### config.mk
export PLATFORM = sky130hd
export DESIGN_NAME = updown_counter_mod
export DESIGN_NICKNAME = d
export VERILOG_FILES = /design/src/rtl/updown_counter_mod.sv
export SDC_FILE = /design/constraint.sdc
export NUM_CORES = 1
export LEC_CHECK = 0
export CORE_AREA = 2 2 39 41
export DETAILED_ROUTE_END_ITERATION = 10
export DIE_AREA = 0 0 41 43
export GPL_ROUTABILITY_DRIVEN = 0
export PLACE_DENSITY = 0.51
export REMOVE_ABC_BUFFERS = 1
export SYNTH_ARGS = -nofsm -noshare
export SYNTH_HDL_FRONTEND = slang
export SYNTH_SLANG_ARGS = --single-unit
### constraint.sdc
create_clock -name clk -period 2.2 [get_ports clk]
set_clock_uncertainty 0.2 [all_clocks]
set_input_delay 0.44 -clock clk [delete_from_list [all_inputs] [get_ports clk]]
set_output_delay 0.44 -clock clk [all_outputs]
set_load 0.05 [all_outputs]
### src/rtl/updown_counter_mod.sv
// Modulo-MODULUS up/down counter with parallel load, wrap/saturate ends,
// a range-end pulse, a sticky overflow flag and an out-of-range load pulse.
module updown_counter_mod #(
    parameter int unsigned WIDTH    = 3,
    parameter int unsigned MODULUS  = 8,
    parameter int unsigned SATURATE = 0
) (
    input  logic             clk,
    input  logic             reset,
    input  logic             en,
    input  logic             up,
    input  logic             load,
    input  logic [WIDTH-1:0] load_val,
    input  logic             clr_flag,
    output logic [WIDTH-1:0] count,
    output logic             tc,
    output logic             wrap,
    output logic             ovf,
    output logic             load_err
);

    localparam logic [WIDTH-1:0] MAX_VAL = WIDTH'(MODULUS - 1);

    logic [WIDTH-1:0] count_q, count_d;
    logic             wrap_q, wrap_d;
    logic             ovf_q, ovf_d;
    logic             load_err_q, load_err_d;

    logic at_top;
    logic at_bot;
    logic load_in_range;
    logic range_end;

    assign at_top        = (count_q == MAX_VAL);
    assign at_bot        = (count_q == '0);
    assign load_in_range = (32'(load_val) < MODULUS);

    // Terminal count is purely combinational on the current count and inputs
    assign tc        = en && (up ? at_top : at_bot);
    assign range_end = tc && !load;

    // Next-state: load beats counting; range end either wraps or holds
    always_comb begin
        count_d    = count_q;
        wrap_d     = 1'b0;
        ovf_d      = ovf_q;
        load_err_d = 1'b0;

        if (load) begin
            if (load_in_range) begin
                count_d = load_val;
            end else begin
                count_d    = MAX_VAL;
                load_err_d = 1'b1;
            end
        end else if (en) begin
            if (tc) begin
                if (SATURATE != 0) begin
                    count_d = count_q;
                end else begin
                    count_d = up ? '0 : MAX_VAL;
                end
            end else begin
                count_d = up ? (count_q + WIDTH'(1)) : (count_q - WIDTH'(1));
            end
        end

        // A range-end event on the same edge overrides a flag clear
        if (range_end) begin
            wrap_d = 1'b1;
            ovf_d  = 1'b1;
        end else if (clr_flag) begin
            ovf_d = 1'b0;
        end
    end

    always_ff @(posedge clk) begin
        if (reset) begin
            count_q    <= '0;
            wrap_q     <= 1'b0;
            ovf_q      <= 1'b0;
            load_err_q <= 1'b0;
        end else begin
            count_q    <= count_d;
            wrap_q     <= wrap_d;
            ovf_q      <= ovf_d;
            load_err_q <= load_err_d;
        end
    end

    assign count    = count_q;
    assign wrap     = wrap_q;
    assign ovf      = ovf_q;
    assign load_err = load_err_q;

endmodule

==> key figures, run 1 <==
Global route
  • GRT Total Usage: 0.1227
  • Largest net degree at the start of global routing: 10
  • Remaining global-route overflow: 0
  • First-pass GRT wire length: 1421 um
  • Number of global-route vias before repair: 352
  • Initial antenna violation count: 0

Synth
  • Syn Std Cell Area: 347.8 sq um
  • Yosys top cell area share: 0.2878
  • Main area contributors after synthesis: dfxtp_1 (29%), buf_4 (6.5%), a21oi_1 (5.8%)
  • Syn_area_per_cell: 8.282 sq um
  • Seq/Total Area, Yosys: 0.2878
  • Post-Syn Instances: 42
  • Yosys cell types: 26
  • Syn. warnings: 0
  • Register bit count reported by yosys: 5
  • Largest area contributor in the netlist: dfxtp_1

Power and ir drop
  • Sw Share: 0.3384
  • P_sw: 112.9 uW
  • Power Dens Cells: 574.9 mW/mm^2
  • Power Internal: 220.8 uW
  • Power Total: around 330 uW
  • Worst vdd ir: 0.0002447 V
  • Comb pwr share: 0.336
  • Sequential share of power: 0.324
  • Static leakage: 0.0002373 uW
  • Clk pwr share: 0.340

Final layout
  • Ant diodes: 0
  • Most frequent cells in the layout: buf_4 (11), clkdlybuf4s50_1 (9), a21oi_1 (4), dfxtp_1 (4)
  • Layout cells sized above 1: 0.3077
  • Fin util: 0.4195
  • Nets: 76
  • Most common cell after layout, fill and taps aside: buf_4
  • Area grow syn2layout: 66.91%
  • Final Instance Area: 580.6 sq um

Critical path
  • Critical path class: in2out
  • WP data arrival: 1.47 ns
  • Worst setup EP type: output port
  • CP Max Fanout: 5
  • CP Launch Type: input port
  • CP Data Required Time: 1.56 ns
  • Worst R2R Path Depth: 5
  • FF-to-FF End: count[1]
  • Reg2Reg Setup Slack: about 0.44 ns
  • Worst R2R Start: count[1]

Floorplan
  • Die Y: 43 um
  • Site row count: 14
  • I/O pins: 16
  • Die extent in x: 41 um
  • Initial Util: 0.2514
  • Die area: approximately 0.0018 sq mm
  • Core region area: 0.001384 sq mm

CTS
  • CTS sink count: 5
  • Worst-path clk slew: 0.05 ns
  • Clk_lat worst skew: 0.25 ns
  • CTS Buffer Depth: 2
  • CTS Buf Count: 3
  • CTS Hold Bufs: 0
  • CTS tree: done
  • Root Driver: clkbuf_4
  • H-tree level count: 1

Route
  • Antenna viol nets, final: 0
  • DR vias: 393
  • Vias/cell: 4.852
  • Initial DRC count: 2
  • Initial DRT Pass Iterations: 3
  • Drt drc: 0
  • Drt total wl: 902 um
  • WL/cell: approximately 11 um

STA
  • Final setup viols: 0
  • Final hold slack: 0.2820 ns
  • Fin crit share: 0.9591
  • Post-layout min period: 2.110 ns
  • RSZ-0062 raised after global routing: no
  • Final hold vios: 0
  • Setup WS post-layout: 0.08992 ns
  • Max Clock Freq: between 400 and 500 MHz
  • Fin. max-slew vios: 0

Placed design
  • Hpwl dp: between 600 and 700 um
  • Worst slack, placed: -0.2750 ns
  • PortBufs: 14
  • Cell Area, Placed: 548.0 sq um

Min path
  • Hold crit path type: reg2reg
  • Hold path cells: 2
  • HP Start: ovf
  • Worst Hold Path EP: ovf

Outcome
  • Status: completed

Flow run
  • Max-cap violations: 0
-- critical path, stage by stage --
cell and delay, ns:
dlygate4sd2_1 0.28, and4_1 0.23, nor2_1 0.13, and2b_2 0.25, buf_12 0.15
-- power groups by stage --
stage | registers [uW] | clock network (uW) | logic (uW)
after floorplan | 125 | 0 | 41.6
after global placement | 109 | 0 | 111
after detailed placement | 109 | 0 | 112
after CTS | 107 | 116 | 112
after global routing | 109 | 122 | 122
final | 108 | 113 | 112
-- synth_stat cells (all sizes together) --
| master | number |
|---|---|
| a211o | 1 |
| a21oi | 5 |
| a22oi | 1 |
| and2b | 2 |
| and4 | 1 |
| buf | 3 |
| conb | 1 |
| dfxtp | 5 |
| fa | 1 |
| inv | 2 |
| nand2 | 2 |
| nand2b | 2 |
| nand3 | 1 |
| nand4 | 1 |
| nor2 | 3 |
| nor3 | 1 |
| nor3b | 2 |
| nor4 | 1 |
| o21ai | 1 |
| o22ai | 1 |
| o31ai | 1 |
| o32ai | 1 |
| or3b | 1 |
| xnor2 | 1 |
| xor2 | 1 |
-- layer usage --
layer  vias up  GRT usage  wire, um
li1        197          -         -
met1       178     0.1424       403
met2        13     0.1781       393
met3         5    0.03141        70
met4         0     0.1000        35
met5         -          0         0
-- sequential cells by signal, indices dropped and copies added (netlist names) --
signal  count
count       3
wrap        1
ovf         1
-- how the worst max path moves through the flow --
stage                   from       end  slack, ns  cells past startpoint
global placement          up  count[1]      -0.25                      7
floorplan           count[0]        tc       0.09                      3
finish                    up        tc       0.09                      5
global route        count[1]        tc       0.02                      4
CTS                       up        tc       0.06                      6
detailed placement        up  count[1]      -0.27                      7
-- metrics by stage --
step	TNS [ns]	cells
global placement	-0.5542	77
detailed placement	-0.5701	77
global route	0	81
finish	0	81
CTS	0	81
floorplan	0	39
-- cell families (layout without fill, tap and decap cells) --
| family | Yosys count | count (layout) | synth area share |
|---|---|---|---|
| buffers and inverters | 5 | 28 | 0.08633 |
| DFF | 5 | 5 | 0.2878 |
| AOI/OAI and AO/OA | 11 | 11 | 0.2087 |
| and+or+nand+nor | 17 | 17 | 0.2986 |
| other | 1 | 1 | 0.01078 |
| xor gates and xnor gates | 2 | 2 | 0.05037 |
| adders and majority gates | 1 | 1 | 0.05756 |
-- cell type report --
class                      instances  area [sq um]
sequential                         5         101.3
multi-input combinational         32         224.0
tap                               16         20.02
fill                             144         803.3
timing repair buffer              22         201.4
inverter                           2         7.507
clock buffer                       4         26.28
-- what timing repair did --
action	in CTS	in global routing
gates resized for setup	1	2
endpoints found under the setup margin	2	1
cloned	0	0
setup buffers	0	0
(Power assumes the default switching activity.)
==> inputs of run 2 (changes only) <==
--- a/config.mk
+++ b/config.mk
@@ -11,2 +11,3 @@
 export GPL_ROUTABILITY_DRIVEN = 0
+export MAX_ROUTING_LAYER = met4
 export PLACE_DENSITY = 0.51
--- a/constraint.sdc
+++ b/constraint.sdc
@@ -4,2 +4,2 @@
 set_output_delay 0.44 -clock clk [all_outputs]
-set_load 0.05 [all_outputs]
+set_load 0.02 [all_outputs]
==> key figures, run 2 (synthesized netlist as in run 1, its figures left out) <==
Critical path
  • Worst setup EP type: output port
  • CP Data Required Time: 1.56 ns
  • Crit-path cells: buf_4 -> clkdlybuf4s50_1
  • Reg2Reg Setup Slack: approximately 0.31 ns
  • Critical path's largest stage delay: 0.61 ns
  • Critical path class: reg2out
  • Worst R2R Start: count[0]
  • FF-to-FF End: count[1]
  • WP data arrival: around 1.5 ns
  • CP Launch Type: flip-flop
  • Worst R2R Path Depth: 6
  • Bufs and invs on worst path: 2
  • CP Max Fanout: 5
  • Worst path slowest cell: clkdlybuf4s50_1
  • Crit path max-delay family: buffers and inverters

Final layout
  • Most frequent cells in the layout: clkdlybuf4s50_1 (12), buf_4 (10), dfxtp_1 (5)
  • Ant diodes: 0
  • Area grow syn2layout: 74.82%
  • Final Instance Area: 608.1 sq um
  • Layout cells sized above 1: 0.3134
  • Most common cell after layout, fill and taps aside: clkdlybuf4s50_1
  • Max FFs per register: 3
  • Nets: 78
  • Fin util: 0.4394

CTS
  • CTS sink count: 5
  • Worst-path clk slew: 0.05 ns
  • Root Driver: clkbuf_4
  • CTS Buffer Depth: 2
  • H-tree level count: 1
  • Clk_lat worst skew: 0.25 ns
  • CTS Hold Bufs: 0
  • CTS tree: done
  • CTS Buf Count: 3
  • Post-CTS setup buffers: 0

Global route
  • First-pass GRT wire length: 1435 um
  • Initial antenna violation count: 0
  • GRT Total Usage: 0.1277
  • Number of global-route vias before repair: 364
  • Remaining global-route overflow: 0
  • Largest net degree at the start of global routing: 8

STA
  • Final hold vios: 0
  • Post-layout min period: 2.109 ns
  • Max Clock Freq: about 470 MHz
  • Fin crit share: 0.9587
  • Fin. max-slew vios: 0
  • Final setup viols: 0
  • RSZ-0062 raised after global routing: no
  • Setup WS post-layout: 0.09093 ns
  • Final hold slack: 0.2871 ns

Floorplan
  • Die extent in x: 41 um
  • Initial Util: 0.2514
  • I/O pins: 16
  • Die area: 0.001763 sq mm
  • Core region area: around 0.0014 sq mm
  • Die Y: 43 um
  • Site row count: 14

Min path
  • Hold crit path type: reg2reg
  • Worst Hold Path EP: ovf
  • HP Start: ovf
  • Hold path cells: 2

Route
  • Antenna viol nets, final: 0
  • Drt drc: 0
  • Initial DRC count: 9
  • Initial DRT Pass Iterations: 3
  • DR vias: 388
  • WL/cell: between 10 and 15 um
  • Drt total wl: 945 um
  • Vias/cell: 4.675

Outcome
  • Status: completed

Power and ir drop
  • Power Total: 320.7 uW
  • Worst vdd ir: between 0.0003 and 0.0004 V
  • Power Dens Cells: 527.4 mW/mm^2
  • Static leakage: 0.0002427 uW

Flow run
  • Max-cap violations: 0

Placed design
  • PortBufs: 14
  • Hpwl dp: 705.6 um
  • Worst slack, placed: -0.5025 ns
  • Cell Area, Placed: between 500 and 600 sq um
[run 2: cell count changes in the layout (fill, tap and decap cells not counted), sizes merged]
cell,change
clkdlybuf4s50,+3
clkbuf,+1
clkdlybuf4s15,+1
buf,-2
dlygate4sd2,-1
[run 2: worst min-delay path, delay by kind of cell (launching register included)]
kind               cells  cell delay, ns
DFF                    1            0.30
and+or+nand+nor        1            0.08
AOI/OAI and AO/OA      1            0.06
[run 2: what timing repair did]
action | CTS | global route
pin swaps | 0 | 1
endpoints found under the setup margin | 3 | 1
resized for setup | 5 | 6
[run 2: report_power, final]
part / total (uW) / leakage, uW / switching [uW] / internal, uW
clock: 108 / 0.0000150 / 39.4 / 68.7
combinational: 109 / 0.000187 / 48.4 / 60.6
sequential: 104 / 0.0000411 / 7.02 / 96.6
[run 2: worst max-delay path by stage]
stage	from	endpoint	slack [ns]	cells past startpoint
after floorplan	up	count[1]	0.39	6
after detailed placement	up	tc	-0.50	5
after CTS	up	tc	0.01	5
final	count[0]	count[0]	0.09	2
after global placement	up	tc	-0.49	5
after global routing	count[0]	count[0]	0.03	2
[run 2: per-layer routing]
layer	vias up	GRT usage	wire (um)
li1	201	-	-
met1	174	0.1387	436
met2	13	0.1813	441
met3	0	0.09424	68
met4	0	0.03333	0
met5	-	-	0
[run 2: final cells by class]
class / count / area (sq um)
fillers: 156 / 775.7
multi-input cells: 32 / 242.7
repair buffers: 24 / 211.5
flip-flops and latches: 5 / 100.1
clock buffers: 4 / 26.28
well taps: 16 / 20.02
inverters: 2 / 7.507
[run 2: through the flow]
step	TNS, ns	std cells
after detailed placement	-1.141	79
after global placement	-1.074	79
after CTS	0	83
after floorplan	0	39
final	0	83
after global routing	0	83
==> patch (flow settings as in run 2) <==
Make the reset (`reset`) asynchronous in one clocked block.
--- a/src/rtl/updown_counter_mod.sv
+++ b/src/rtl/updown_counter_mod.sv
@@ -76,3 +76,3 @@
 
-    always_ff @(posedge clk) begin
+    always_ff @(posedge clk or posedge reset) begin
         if (reset) begin
Function: differs if reset is asserted again (counterexample within 4 cycles, from zero or initial values and one cycle with reset high); with reset held inactive, the same outputs for 10 cycles.
==> patch against run 2 <==
Synthesized area rose by 9.7%. Wire length fell by 3.3%. Non-clock buffer count fell by 2. Setup slack improved by 0.069 ns. Total power rose by 13%. Count of clock-buffer cells in the layout did not move. Sequential cell count did not move. Design area fell by 1.0%. Combinational power rose by 34%. Critical endpoint is now count[1]. Largest cell class unchanged.
==> patch: results (changes against run 2) <==
metric;value;unit;change
nets@finish;75;;-3.8%
vias per cell;4.53;;-3.2%
layout cell share with drive strength beyond 1;0.281;;-0.0322
Root Buffer;clkbuf_4;;
Post-CTS Setup Repair Bufs;0;;unchanged
final wirelength;914;µm;-3.3%
FFs w/ async S/R, synth;1.00;;+1.00
XOR/XNOR share of the synthesized area;0.0656;;+0.0152
mux contribution to synthesized area;0;;unchanged
Post-Synth Adder-Cell Area;0.0525;;-0.00509
Max Used Layer;met3;;
H-tree levels;1;;unchanged
Clk Latency, worst-skew pair;0.24;ns;
clock tree buffer depth;2;;unchanged
top cells by count, synth;5 x dfrtp_1, 3 x a21oi_1, 3 x inv_1, 3 x nand2_1;;
Worst Hold Class;input pin to asynchronous set/reset pin;;
clock slew at reported path FFs;0.04;ns;
IO Port Bufs;14;;unchanged
TritonCTS buffer count;3;;unchanged
Largest register FFs;3;;unchanged
Post-Layout Cell Count;80;;-3.6%
dominant synthesized flop cell;dfrtp_1;;
post-synthesis cell type count;26;;unchanged
crit-path max FO;6;;+1
Filler cells;141;;-9.6%
First-pass DRT Iterations;2;;-1
top cells by area, synth;dfrtp_1 33%, buf_6 5.9%, fa_1 5.2%;;
DP Cell Count;76;;-3.8%
status;finished clean;;
sequential share of the synthesized area;0.328;;+0.0401
final instance area;602;µm²;-1.0%
Post-Syn Instances;41;;-2.4%
WL met1;429;µm;-1.6%
first-pass GRT wire length;1500;µm;+4.3%
post-synthesis compound-gate area fraction;0.203;;-0.00535
initial antenna violation count;0;;unchanged
largest net degree at the start of global routing;8;;unchanged
DR WL met2;465;µm;+5.4%
Iteration-0 DRC Markers;5;;-4
vias in the first global route;362;;-0.55%
placed inst area;572;µm²;+2.0%
peak supply drop;0.164;mV;-48%
R2R cell count;5;;-1
Lkg Pwr;0.000254;µW;+4.8%
met3 WL;19;µm;-72%
GRT Resource Usage Total;0.129;;+0.00156
HPWL after DPL;731;µm;+3.6%
critical path data arrival time;1.40;ns;-0.07 ns
YS warnings;0;;unchanged
Diodes inserted;0;;unchanged
==> patch: cell types whose count changed in the layout (fill, tap and decap cells not counted), sizes merged, moves of 2 or more <==
cell	delta
a21oi	-2
dfxtp	-5
nor3b	-2
dfrtp	+5
==> patch: final timing paths <==
check / startpoint / end / slack (ns)
worst max-delay path: count[1] / count[1] / 0.16
worst min-delay path: reset / count[2] / 0.21
min in group clk: ovf / ovf / 0.35
max in group asynchronous: reset / count[0] / 1.42
worst max register to register: count[0] / count[2] / 0.39
worst min register to register: ovf / ovf / 0.35
==> patch: per-stage QoR <==
stage	setup slack (ns)	hold slack, ns	total power, µW
CTS	0.138	0.212	372
floorplan	0.286	0.0185	183
global route	0.0918	0.233	387
detailed placement	-0.378	0.338	256
finish	0.160	0.205	364
global placement	-0.368	0.328	256
==> patch: layout make-up <==
cell class,count,area share
repair buffers,22,0.328
multi-input cells,30,0.368
inverters,3,0.0187
clock buffers,4,0.0437
well taps,16,0.0333
flip-flops and latches,5,0.208
==> patch: routing by layer <==
layer  up-vias  global-route usage
met5         -                   -
met3         0              0.0157
met2         6               0.172
met4         0               0.100
met1       172               0.170
li1        184                   -
==> patch: what timing repair did <==
item | CTS | global route
resized for setup | 8 | 0
hold buffers | 0 | 0
endpoints found under the setup margin | 2 | 0
==> patch: power breakdown <==
part           internal, µW  switching (µW)  total, µW
combinational          75.7            70.2        146
sequential              102            8.34        110
clock                  68.7            39.2        108
total                   246             118        364
==> patch: worst max-delay path: stages, from the launching register on <==
cell and delay, ns:
dfrtp_1 0.39, buf_4 0.17, clkdlybuf4s50_1 0.60
==> patch: cell families after synthesis <==
kind of cell | after synthesis
buf+inv | 6
simple gates | 15
fa+ha+maj | 1
xor+xnor | 2
flops | 5
compound gates | 11
other cells | 1
